[src/rtl/loader_pkg.sv]
// Shared types and constants for the boot-time program loader.
// Imported by prog_loader and its testbench.
package loader_pkg;

  typedef enum logic [2:0] {
    IDLE = 3'd0,
    HDR  = 3'd1,
    LOAD = 3'd2,
    CSUM = 3'd3,
    DONE = 3'd4,
    ERR  = 3'd5
  } loader_state_t;

  localparam logic [13:0] LD_BASE_ADDR       = 14'h2000;
  localparam int unsigned LD_WORDS_PER_INSTR = 3;

endpackage

[src/rtl/prog_loader.sv]
// Boot loader: receives a framed image over a word stream and writes it at the reset vector,
// verifies the checksum, then releases the CPU and passes its memory port straight through.
module prog_loader
  import loader_pkg::*;
#(
  parameter logic [13:0] BASE_ADDR = LD_BASE_ADDR,
  parameter int unsigned MAX_INSTR = 1023
) (
  input  logic        clk,
  input  logic        rst,
  input  logic        start,
  input  logic        s_valid,
  input  logic [9:0]  s_data,
  output logic        s_ready,
  input  logic [13:0] cpu_addr,
  input  logic [9:0]  cpu_wdata,
  input  logic        cpu_write,
  input  logic        cpu_read,
  output logic [9:0]  cpu_rdata,
  output logic [13:0] mem_addr,
  output logic [9:0]  mem_wdata,
  output logic        mem_we,
  output logic        mem_re,
  input  logic [9:0]  mem_rdata,
  output logic        cpu_rst,
  output logic        busy,
  output logic        done,
  output logic        error,
  output logic [11:0] word_cnt
);

  loader_state_t state_q, state_d;
  logic [11:0]   word_cnt_q, word_cnt_d;
  logic [11:0]   total_q, total_d;
  logic [9:0]    sum_q, sum_d;

  logic          hs;
  logic          hdr_bad;
  logic [11:0]   cnt_inc;
  logic          can_start;

  // s_ready is a pure decode of state, so it is safe to use here without a loop.
  assign hs        = s_valid & s_ready;
  assign hdr_bad   = (s_data == 10'd0) || (32'(s_data) > MAX_INSTR);
  assign cnt_inc   = word_cnt_q + 12'd1;
  assign can_start = start & ((state_q == IDLE) | (state_q == DONE) | (state_q == ERR));

  // State register
  always_ff @(posedge clk) begin
    if (rst) begin
      state_q <= IDLE;
    end else begin
      state_q <= state_d;
    end
  end

  // Next-state logic
  always_comb begin
    state_d = state_q;
    case (state_q)
      IDLE, DONE, ERR: begin
        if (start) state_d = HDR;
      end
      HDR: begin
        if (hs) state_d = hdr_bad ? ERR : LOAD;
      end
      LOAD: begin
        if (hs && (cnt_inc == total_q)) state_d = CSUM;
      end
      CSUM: begin
        if (hs) state_d = (s_data == sum_q) ? DONE : ERR;
      end
      default: state_d = IDLE;
    endcase
  end

  // Datapath registers: word counter, running sum, expected word total
  always_ff @(posedge clk) begin
    if (rst) begin
      word_cnt_q <= 12'd0;
      total_q    <= 12'd0;
      sum_q      <= 10'd0;
    end else begin
      word_cnt_q <= word_cnt_d;
      total_q    <= total_d;
      sum_q      <= sum_d;
    end
  end

  always_comb begin
    word_cnt_d = word_cnt_q;
    total_d    = total_q;
    sum_d      = sum_q;
    if (can_start) begin
      word_cnt_d = 12'd0;
      sum_d      = 10'd0;
    end else if (hs && (state_q == HDR) && !hdr_bad) begin
      total_d = 12'(s_data) * 12'(LD_WORDS_PER_INSTR);
    end else if (hs && (state_q == LOAD)) begin
      word_cnt_d = cnt_inc;
      sum_d      = sum_q + s_data;
    end
  end

  // Output decode and memory port mux
  always_comb begin
    s_ready   = 1'b0;
    busy      = 1'b0;
    done      = 1'b0;
    error     = 1'b0;
    cpu_rst   = 1'b1;
    mem_addr  = 14'd0;
    mem_wdata = 10'd0;
    mem_we    = 1'b0;
    mem_re    = 1'b0;
    cpu_rdata = 10'd0;
    case (state_q)
      HDR, CSUM: begin
        s_ready = 1'b1;
        busy    = 1'b1;
      end
      LOAD: begin
        s_ready   = 1'b1;
        busy      = 1'b1;
        // Highest address is BASE_ADDR + 3*MAX_INSTR - 1, well inside 14 bits.
        mem_addr  = BASE_ADDR + 14'(word_cnt_q);
        mem_wdata = s_data;
        mem_we    = s_valid;
      end
      DONE: begin
        done      = 1'b1;
        cpu_rst   = 1'b0;
        mem_addr  = cpu_addr;
        mem_wdata = cpu_wdata;
        mem_we    = cpu_write;
        mem_re    = cpu_read;
        cpu_rdata = mem_rdata;
      end
      ERR: begin
        error = 1'b1;
      end
      default: ;
    endcase
  end

  assign word_cnt = word_cnt_q;

endmodule

[config.mk]
export PLATFORM = sky130hd
export DESIGN_NAME = prog_loader
export DESIGN_NICKNAME = d
export VERILOG_FILES = /design/src/rtl/loader_pkg.sv /design/src/rtl/prog_loader.sv
export SDC_FILE = /design/constraint.sdc
export NUM_CORES = 1
export LEC_CHECK = 0
export ABC_AREA = 1
export BUFFER_PORTS_ARGS = -buffer_cell sky130_fd_sc_hd__buf_2
export CAP_MARGIN = 20
export CORE_AREA = 2 2 122 112
export CTS_BUF_LIST = sky130_fd_sc_hd__clkbuf_8 sky130_fd_sc_hd__clkbuf_16
export DETAILED_ROUTE_END_ITERATION = 8
export DIE_AREA = 0 0 124 114
export PLACE_DENSITY_LB_ADDON = 0.12
export SLEW_MARGIN = 30
export SYNTH_ARGS = -nofsm -noshare
export SYNTH_HDL_FRONTEND = slang
export SYNTH_SLANG_ARGS = --single-unit
[constraint.sdc]
create_clock -name clk -period 5.25 [get_ports clk]
set_input_delay 0.525 -clock clk [delete_from_list [all_inputs] [get_ports clk]]
set_output_delay 0.525 -clock clk [all_outputs]
set_load 0.05 [all_outputs]
==> results of run 1 <==
-- worst max-delay path: stages, from the launching register on --
cell,delay (ns)
dfxtp_1,0.37
nor2_1,0.12
nand2_1,0.44
nor2_1,0.30
buf_4,0.25
inv_1,0.08
nand2_1,0.06
buf_2,0.25
-- metal layers --
metal | wire length, um | track usage [%] | vias up | part of all wire, %
met3 | 510 | 2.80 | 8 | 5.2
met2 | 4310 | 22.7 | 78 | 44
li1 | - | - | 1840 | -
met5 | 0 | 0 | - | 0
met4 | 81 | 2.77 | 0 | 0.82
met1 | 4980 | 20.1 | 1474 | 50
-- registers in the layout, indices dropped and copies added, names as in the netlist --
signal    count
total_q      12
sum_q        10
state_q       3
word_cnt     12
-- cell usage after synthesis --
| library cell | instances |
|---|---|
| nand2_1 | 114 |
| inv_1 | 95 |
| o21ai_0 | 60 |
| nor2_1 | 43 |
| a21oi_1 | 38 |
| dfxtp_1 | 37 |
| ha_1 | 26 |
| nand3_1 | 23 |
| xor2_1 | 8 |
| clkbuf_1 | 7 |
| o211ai_1 | 7 |
| nand2_2 | 6 |
| o21ai_1 | 5 |
| xnor2_1 | 5 |
| buf_2 | 4 |
| inv_2 | 4 |
| nand4_1 | 4 |
| o21bai_1 | 3 |
| a31oi_1 | 2 |
| fa_1 | 2 |
| nand3b_1 | 2 |
| nor2_4 | 2 |
| nor3_1 | 2 |
| nor4_1 | 2 |
| o31ai_1 | 2 |
| a211oi_1 | 1 |
| a31o_2 | 1 |
| buf_4 | 1 |
| buf_6 | 1 |
| clkinv_1 | 1 |
| nor2_2 | 1 |
| nor3_2 | 1 |
| o211a_1 | 1 |
| o21a_1 | 1 |
| o21ai_2 | 1 |
-- logic make-up after synthesis --
family                     Yosys count  synth area share (%)
and+or+nand+nor                    200                  26.7
AOI/OAI and AO/OA                  122                  20.9
buffers and inverters              113                  13.9
DFF                                 37                  23.4
adders and majority gates           28                  11.5
xor gates and xnor gates            13                  3.60
-- stage by stage --
| stage | util [%] | area [um^2] |
|---|---|---|
| floorplan | - | 3160 |
| global placement | 29.7 | 3860 |
| detailed placement | 29.7 | 3860 |
| CTS | 31.0 | 4030 |
| global route | 31.0 | 4030 |
| finish | 31.0 | 4030 |
-- final timing paths --
path	slack [ns]	startpoint	depth (start not counted)	end
hold reg to reg	0.48	sum_q[0]	2	sum_q[0]
setup / recovery	2.56	state_q[0]	7	mem_we
hold / removal	0.48	sum_q[0]	2	sum_q[0]
setup reg to reg	3.03	word_cnt[0]	14	state_q[1]
-- where the power goes --
| part | switching, mW | internal, mW |
|---|---|---|
| Sequential | 0.0455 | 0.327 |
| Combinational | 0.755 | 0.244 |
| Clock | 0.121 | 0.236 |
| Total | 0.921 | 0.806 |
-- final cells by class --
cell class | instances | area, um^2 | area share [%]
multi-input cells | 363 | 1990 | 49.2
flip-flops and latches | 37 | 741 | 18.4
repair buffers | 107 | 548 | 13.6
inverters | 100 | 375 | 9.31
well taps | 168 | 210 | 5.21
clock buffers | 6 | 139 | 3.44
clock inverters | 2 | 33.8 | 0.838
==> impl_metrics.tcl, run 1 <==
set metrics [dict create \
    cts_htree_levels 2 \
    grt_max_degree 28 \
    dp_cells 775 \
    die_area_um2 14100 \
    setup_viol 0 \
    fin_setup_tns_ns 0 \
    antenna_found_initial 0 \
    fin_cells 783 \
    cellLeakagePower_nw 2.16 \
    routed_via_density 4.34 \
    drc 0 \
    fin_ws_ns 2.56 \
    drive_gt1_share_pct 21.3 \
    tightest_slew_ns 0.763 \
    vias 3400 \
    hold_viol 0 \
    layout_commonest_cell "nand2_1" \
    outcome "finished clean" \
    end_kind "output port" \
    ys_ff_latch 37 \
    ant_nets 0 \
    cts_tree "done" \
    power_density_nw_per_um2 428 \
    final.fill_count 1479 \
    finClkSkew_ns 0.00580 \
    timing.slew.headroom_pct 49.0 \
    finalMaxSlewViolations 0 \
    hold_buffers 0 \
    grt_pass1_wl_um 15700 \
    cts_sinks 37 \
    final_cell_mix "nand2_1 (114), buf_2 (102), inv_1 (96), o21ai_0 (60), nor2_1 (42)" \
    cts-buffers-inserted 5 \
    clk_pin_slew_worst_paths_ns 0.06 \
    overflow 0 \
    cts_setup_buffers 0 \
    worstPathArrival_ns 2.16 \
    die_w_um 124 \
    firstDrtPassIters 4 \
    p_total_mw 1.73 \
    wirelength_um 9880 \
    synth_top_cell_area_share_pct 23.4 \
    core_um2 13000 \
    ir_drop_uv 172 \
    startpoint_type "register" \
    area_growth_pct 27.4 \
    die_h_um 114 \
    fp-row-count 40 \
    syn_avg_cell_area_um2 6.17 \
    yosys.area.top_type "dfxtp_1" \
    synth_area_um2 3160 \
    clk_latency_ns 0.28 \
    yosys_warnings 0 \
    root_buffer "clkbuf_16" \
    max_freq_mhz 372 \
    start_util_pct 24.3 \
    drt-initial-drc-count 182 \
    routedWlPerCell_um 12.6 \
    io_pins 103 \
    maxCapViolCount 0 \
    routabilityCongestion 0.826 \
    port_buffers 102 \
    ys_types 35 \
    synthCells 513 \
    dp_hpwl_um 8130 \
    min_path_type "reg -> reg" \
    period_minus_slack_ns 2.69 \
    rsz0062_at_grt "no" \
    postCtsResizedCells 0 \
    yosysSeqAreaShare_pct 23.4 \
    path_max_fanout 27 \
    netlist_top_cells_area "dfxtp_1 (23%), nand2_1 (14%), inv_1 (11%)" \
    clockBufferDepth 2 \
    synth.net_count 591 \
    path_class "reg -> out" \
    grt_pass1_vias 3131 \
    whs_ns 0.480 \
    dp_slack_ns 2.81 \
    num_antenna_cells 0 \
    critPathRequiredTime_ns 4.72 \
    period_share_pct 51.2 \
    grtUsageTotal_pct 14.3 \
    fin_nets 692 \
]
Note: power is estimated with default switching activity, not from simulation.
==> run 2, diff against run 1 <==
==> constraint.sdc (replaced) <==
create_clock -name clk -period 2.69 [get_ports clk]
set_input_delay 0.269 -clock clk [delete_from_list [all_inputs] [get_ports clk]]
set_output_delay 0.269 -clock clk [all_outputs]
set_load 0.05 [all_outputs]
==> impl_metrics.tcl, run 2 (synthesized netlist as in run 1, its figures left out) <==
set metrics [dict create \
    grt-busiest-layer "met2" \
    wirelength_um 9640 \
    cp-startpoint "state_q[2]" \
    cts_htree_levels 2 \
    drive_gt1_share_pct 21.6 \
    rsz0062_at_grt "no" \
    cts_setup_buffers 0 \
    finClkSkew_ns 0.00555 \
    die_area_um2 14100 \
    crit_path_cell_trace "inv_1 -> nor2_1 -> inv_1 -> nor2_2 -> inv_1 -> nor2_1 -> buf_2" \
    grt_pass1_wl_um 15400 \
    start_util_pct 24.3 \
    die_w_um 124 \
    ant_nets 0 \
    grt_max_degree 29 \
    grtUsageTotal_pct 14.0 \
    cts-buffers-inserted 5 \
    fp-row-count 40 \
    end_kind "output port" \
    antenna_found_initial 0 \
    overflow 0 \
    routed_via_density 4.39 \
    postCtsResizedCells 0 \
    grt_util_met2_pct 22.3 \
    num_antenna_cells 0 \
    worstPathArrival_ns 2.11 \
    setup_viol 0 \
    port_buffers 102 \
    critPathMaxStageDelay_ns 0.46 \
    cellLeakagePower_nw 2.18 \
    crit_slowest_cell "nor2_2" \
    min_path_type "in -> reg" \
    routabilityCongestion 0.792 \
    vias 3443 \
    p_total_mw 3.38 \
    final_cell_mix "nand2_1 (114), buf_2 (102), inv_1 (96), o21ai_0 (60), nor2_1 (42)" \
    path_class "reg -> out" \
    tightest_slew_ns 0.658 \
    firstDrtPassIters 4 \
    clk_pin_slew_worst_paths_ns 0.06 \
    fin_cells 785 \
    layout_commonest_cell "nand2_1" \
    startpoint_type "register" \
    cts_sinks 37 \
    routedWlPerCell_um 12.3 \
    dp_cells 777 \
    path_max_fanout 15 \
    grt_pass1_vias 3117 \
    postLayoutCoreUtil_pct 31.1 \
    power_density_nw_per_um2 836 \
    fin_setup_tns_ns 0 \
    outcome "finished clean" \
    reg2reg_from "sum_q[0]" \
    hold_viol 0 \
    finalMaxSlewViolations 0 \
    cts_tree "done" \
    maxCapViolCount 0 \
    clockBufferDepth 2 \
    max_freq_mhz 421 \
    crit_top_cell "inv_1" \
    ir_drop_uv 375 \
    fin_nets 694 \
    hold_buffers 0 \
    die_h_um 114 \
    period_share_pct 88.4 \
    io_pins 103 \
    core_um2 13000 \
    area_growth_pct 27.9 \
    root_buffer "clkbuf_16" \
    timing.slew.headroom_pct 56.1 \
    drt-initial-drc-count 130 \
    clk_latency_ns 0.29 \
    critPathRequiredTime_ns 2.42 \
    grtUsageMet3_pct 2.45 \
    min_from "rst" \
    drc 0 \
    dp_hpwl_um 7910 \
    period_minus_slack_ns 2.38 \
    met1_usage_pct 19.5 \
]
## run 2: changes by cell type in the layout (fill, tap and decap cells not counted)
cell   change
buf_4      +2
## run 2: worst paths after layout
kind | cells past startpoint | slack [ns] | to
worst max-delay path | 7 | 0.31 | cpu_rdata[2]
worst min-delay path | 4 | 0.34 | total_q[9]
worst max register to register | 16 | 0.58 | sum_q[8]
worst min register to register | 2 | 0.47 | sum_q[0]
## run 2: stage by stage
step,worst slack (ns),hold slack [ns],cell area [um^2]
finish,0.313,0.336,4050
global route,0.0188,0.374,4050
CTS,0.207,0.330,4050
detailed placement,0.513,0.463,3870
global placement,0.543,0.461,3870
floorplan,0.316,0.414,3160
## run 2: cell type report
type,count,area (um^2)
fill,1496,8960
multi-input combinational,363,1990
sequential,37,741
timing repair buffer,109,563
inverter,100,375
tap,168,210
clock buffer,6,139
clock inverter,2,33.8
## run 2: critical path, delay by kind of cell, from the launching register on
family / cells / cell delay, ns
flops: 1 / 0.36
buf+inv: 4 / 0.75
simple gates: 3 / 0.71
## run 2: routing by layer
layer / vias up / wire length (um)
met5: - / 0
met4: 0 / 91
met3: 8 / 438
met2: 61 / 4220
met1: 1530 / 4890
li1: 1844 / -
## run 2: where the power goes
group / switching [mW] / internal (mW) / leakage, nW
Clock: 0.241 / 0.460 / 0.0883
Sequential: 0.0847 / 0.639 / 0.300
Combinational: 1.47 / 0.490 / 1.79
==> run 3, diff against run 2 <==
--- a/config.mk
+++ b/config.mk
@@ -12,7 +12,7 @@
 export CTS_BUF_LIST = sky130_fd_sc_hd__clkbuf_8 sky130_fd_sc_hd__clkbuf_16
 export DETAILED_ROUTE_END_ITERATION = 8
 export DIE_AREA = 0 0 124 114
-export PLACE_DENSITY_LB_ADDON = 0.12
+export PLACE_DENSITY = 0.43
 export SLEW_MARGIN = 30
 export SYNTH_ARGS = -nofsm -noshare
 export SYNTH_HDL_FRONTEND = slang
==> impl_metrics.tcl, run 3 (synthesized netlist as in run 1, its figures left out) <==
set metrics [dict create \
    clk_latency_ns 0.29 \
    final_cell_mix "nand2_1 (114), buf_2 (102), inv_1 (95), o21ai_0 (60), nor2_1 (42)" \
    r2r_slack_ns 0.53 \
    rsz0062_at_grt "no" \
    startpoint_type "register" \
    crit_top_cell "nand2_1" \
    cts-buffers-inserted 5 \
    routedWlPerCell_um 12.6 \
    num_antenna_cells 0 \
    fp-row-count 40 \
    firstDrtPassIters 4 \
    period_minus_slack_ns 2.16 \
    p_total_mw 3.40 \
    reg2reg_from "sum_q[0]" \
    vias 3489 \
    cts_setup_buffers 0 \
    critPathMaxStageDelay_ns 0.40 \
    io_pins 103 \
    tightest_slew_ns 0.637 \
    path_class "reg -> reg" \
    overflow 0 \
    fin_setup_tns_ns 0 \
    cellLeakagePower_nw 2.17 \
    crit_family "adder cells" \
    wirelength_um 9850 \
    min_path_type "in -> reg" \
    postLayoutCoreUtil_pct 31.1 \
    crit_slowest_cell "fa_1" \
    max_freq_mhz 462 \
    core_um2 13000 \
    grt_pass1_wl_um 15700 \
    hold_viol 0 \
    antenna_found_initial 0 \
    finClkSkew_ns 0.00987 \
    period_share_pct 80.4 \
    die_w_um 124 \
    path_buf_inv 2 \
    reg2reg_depth 16 \
    min_from "rst" \
    worstHoldEndpoint "total_q[9]" \
    final_area_um2 4040 \
    worstPathArrival_ns 2.39 \
    die_h_um 114 \
    hold_path_depth 4 \
    start_util_pct 24.3 \
    timing.slew.headroom_pct 57.5 \
    routed_via_density 4.45 \
    layout_commonest_cell "nand2_1" \
    placed_cell_area_um2 3870 \
    setup_viol 0 \
    clockBufferDepth 2 \
    postCtsResizedCells 0 \
    grt_pass1_vias 3225 \
    clk_pin_slew_worst_paths_ns 0.06 \
    end_kind "register" \
    hold_buffers 0 \
    power_density_nw_per_um2 841 \
    drc 0 \
    die_area_um2 14100 \
    maxCapViolCount 0 \
    fin_nets 693 \
    path_max_fanout 3 \
    r2r-end "sum_q[8]" \
    ir_drop_uv 386 \
    grt_max_degree 29 \
    finalMaxSlewViolations 0 \
    routabilityCongestion 0.811 \
    root_buffer "clkbuf_16" \
    crit_path_cell_trace "ha_1 -> inv_1 -> fa_1 -> o21ai_0 -> nand2_1 -> nand2_1 -> nand2_1 -> nand2_1 -> nand2_1 -> nand2_1 -> nand2_1 -> nand2_1 -> a21oi_1 -> o21ai_0 -> nand2_1 -> inv_1" \
    ant_nets 0 \
    cts_htree_levels 2 \
    cts_tree "done" \
    final.fill_count 1454 \
    drive_gt1_share_pct 21.6 \
    area_growth_pct 27.8 \
    drt-initial-drc-count 172 \
    dp_hpwl_um 8070 \
    cts_sinks 37 \
    port_buffers 102 \
    outcome "finished clean" \
    critPathRequiredTime_ns 2.92 \
    grtUsageTotal_pct 14.2 \
    whs_ns 0.338 \
]
## run 3: worst min-delay path: stages
cell and delay [ns]:
buf_2 0.17, a21oi_1 0.06, nand2_1 0.06, inv_1 0.03
## run 3: layer usage
metal / wire length [um] / track usage (%)
met3: 519 / 2.50
met2: 4710 / 25.4
met4: 105 / 3.07
met1: 4510 / 17.7
met5: 0 / 0
## run 3: metrics by stage
| step | setup slack (ns) | std cells |
|---|---|---|
| 2_1_floorplan | 0.316 | 513 |
| 3_3_place_gp | 0.524 | 776 |
| 3_5_place_dp | 0.465 | 776 |
| 4_1_cts | 0.529 | 784 |
| 5_1_grt | 0.254 | 784 |
| 6_report | 0.526 | 784 |
## run 3: area by class of cell
| type | instances | area, um^2 | area share, % |
|---|---|---|---|
| inverter | 100 | 375 | 9.28 |
| clock inverter | 2 | 37.5 | 0.928 |
| multi-input combinational | 363 | 1990 | 49.1 |
| timing repair buffer | 108 | 556 | 13.7 |
| clock buffer | 6 | 139 | 3.43 |
| sequential | 37 | 741 | 18.3 |
| tap | 168 | 210 | 5.20 |
## run 3: worst max-delay path by stage
stage / startpoint / end / depth (start not counted) / slack [ns]
4_1_cts: sum_q[0] / sum_q[8] / 16 / 0.53
6_report: sum_q[0] / sum_q[8] / 16 / 0.53
2_1_floorplan: state_q[2] / cpu_rdata[0] / 7 / 0.32
3_5_place_dp: s_data[0] / sum_q[8] / 17 / 0.46
5_1_grt: sum_q[0] / sum_q[8] / 16 / 0.25
3_3_place_gp: s_data[0] / sum_q[8] / 17 / 0.52
## run 3: where the power goes
| part | switching [mW] | internal, mW | total [mW] |
|---|---|---|---|
| clock | 0.243 | 0.463 | 0.706 |
| sequential | 0.0909 | 0.639 | 0.730 |
| combinational | 1.48 | 0.484 | 1.96 |
| total | 1.81 | 1.59 | 3.40 |
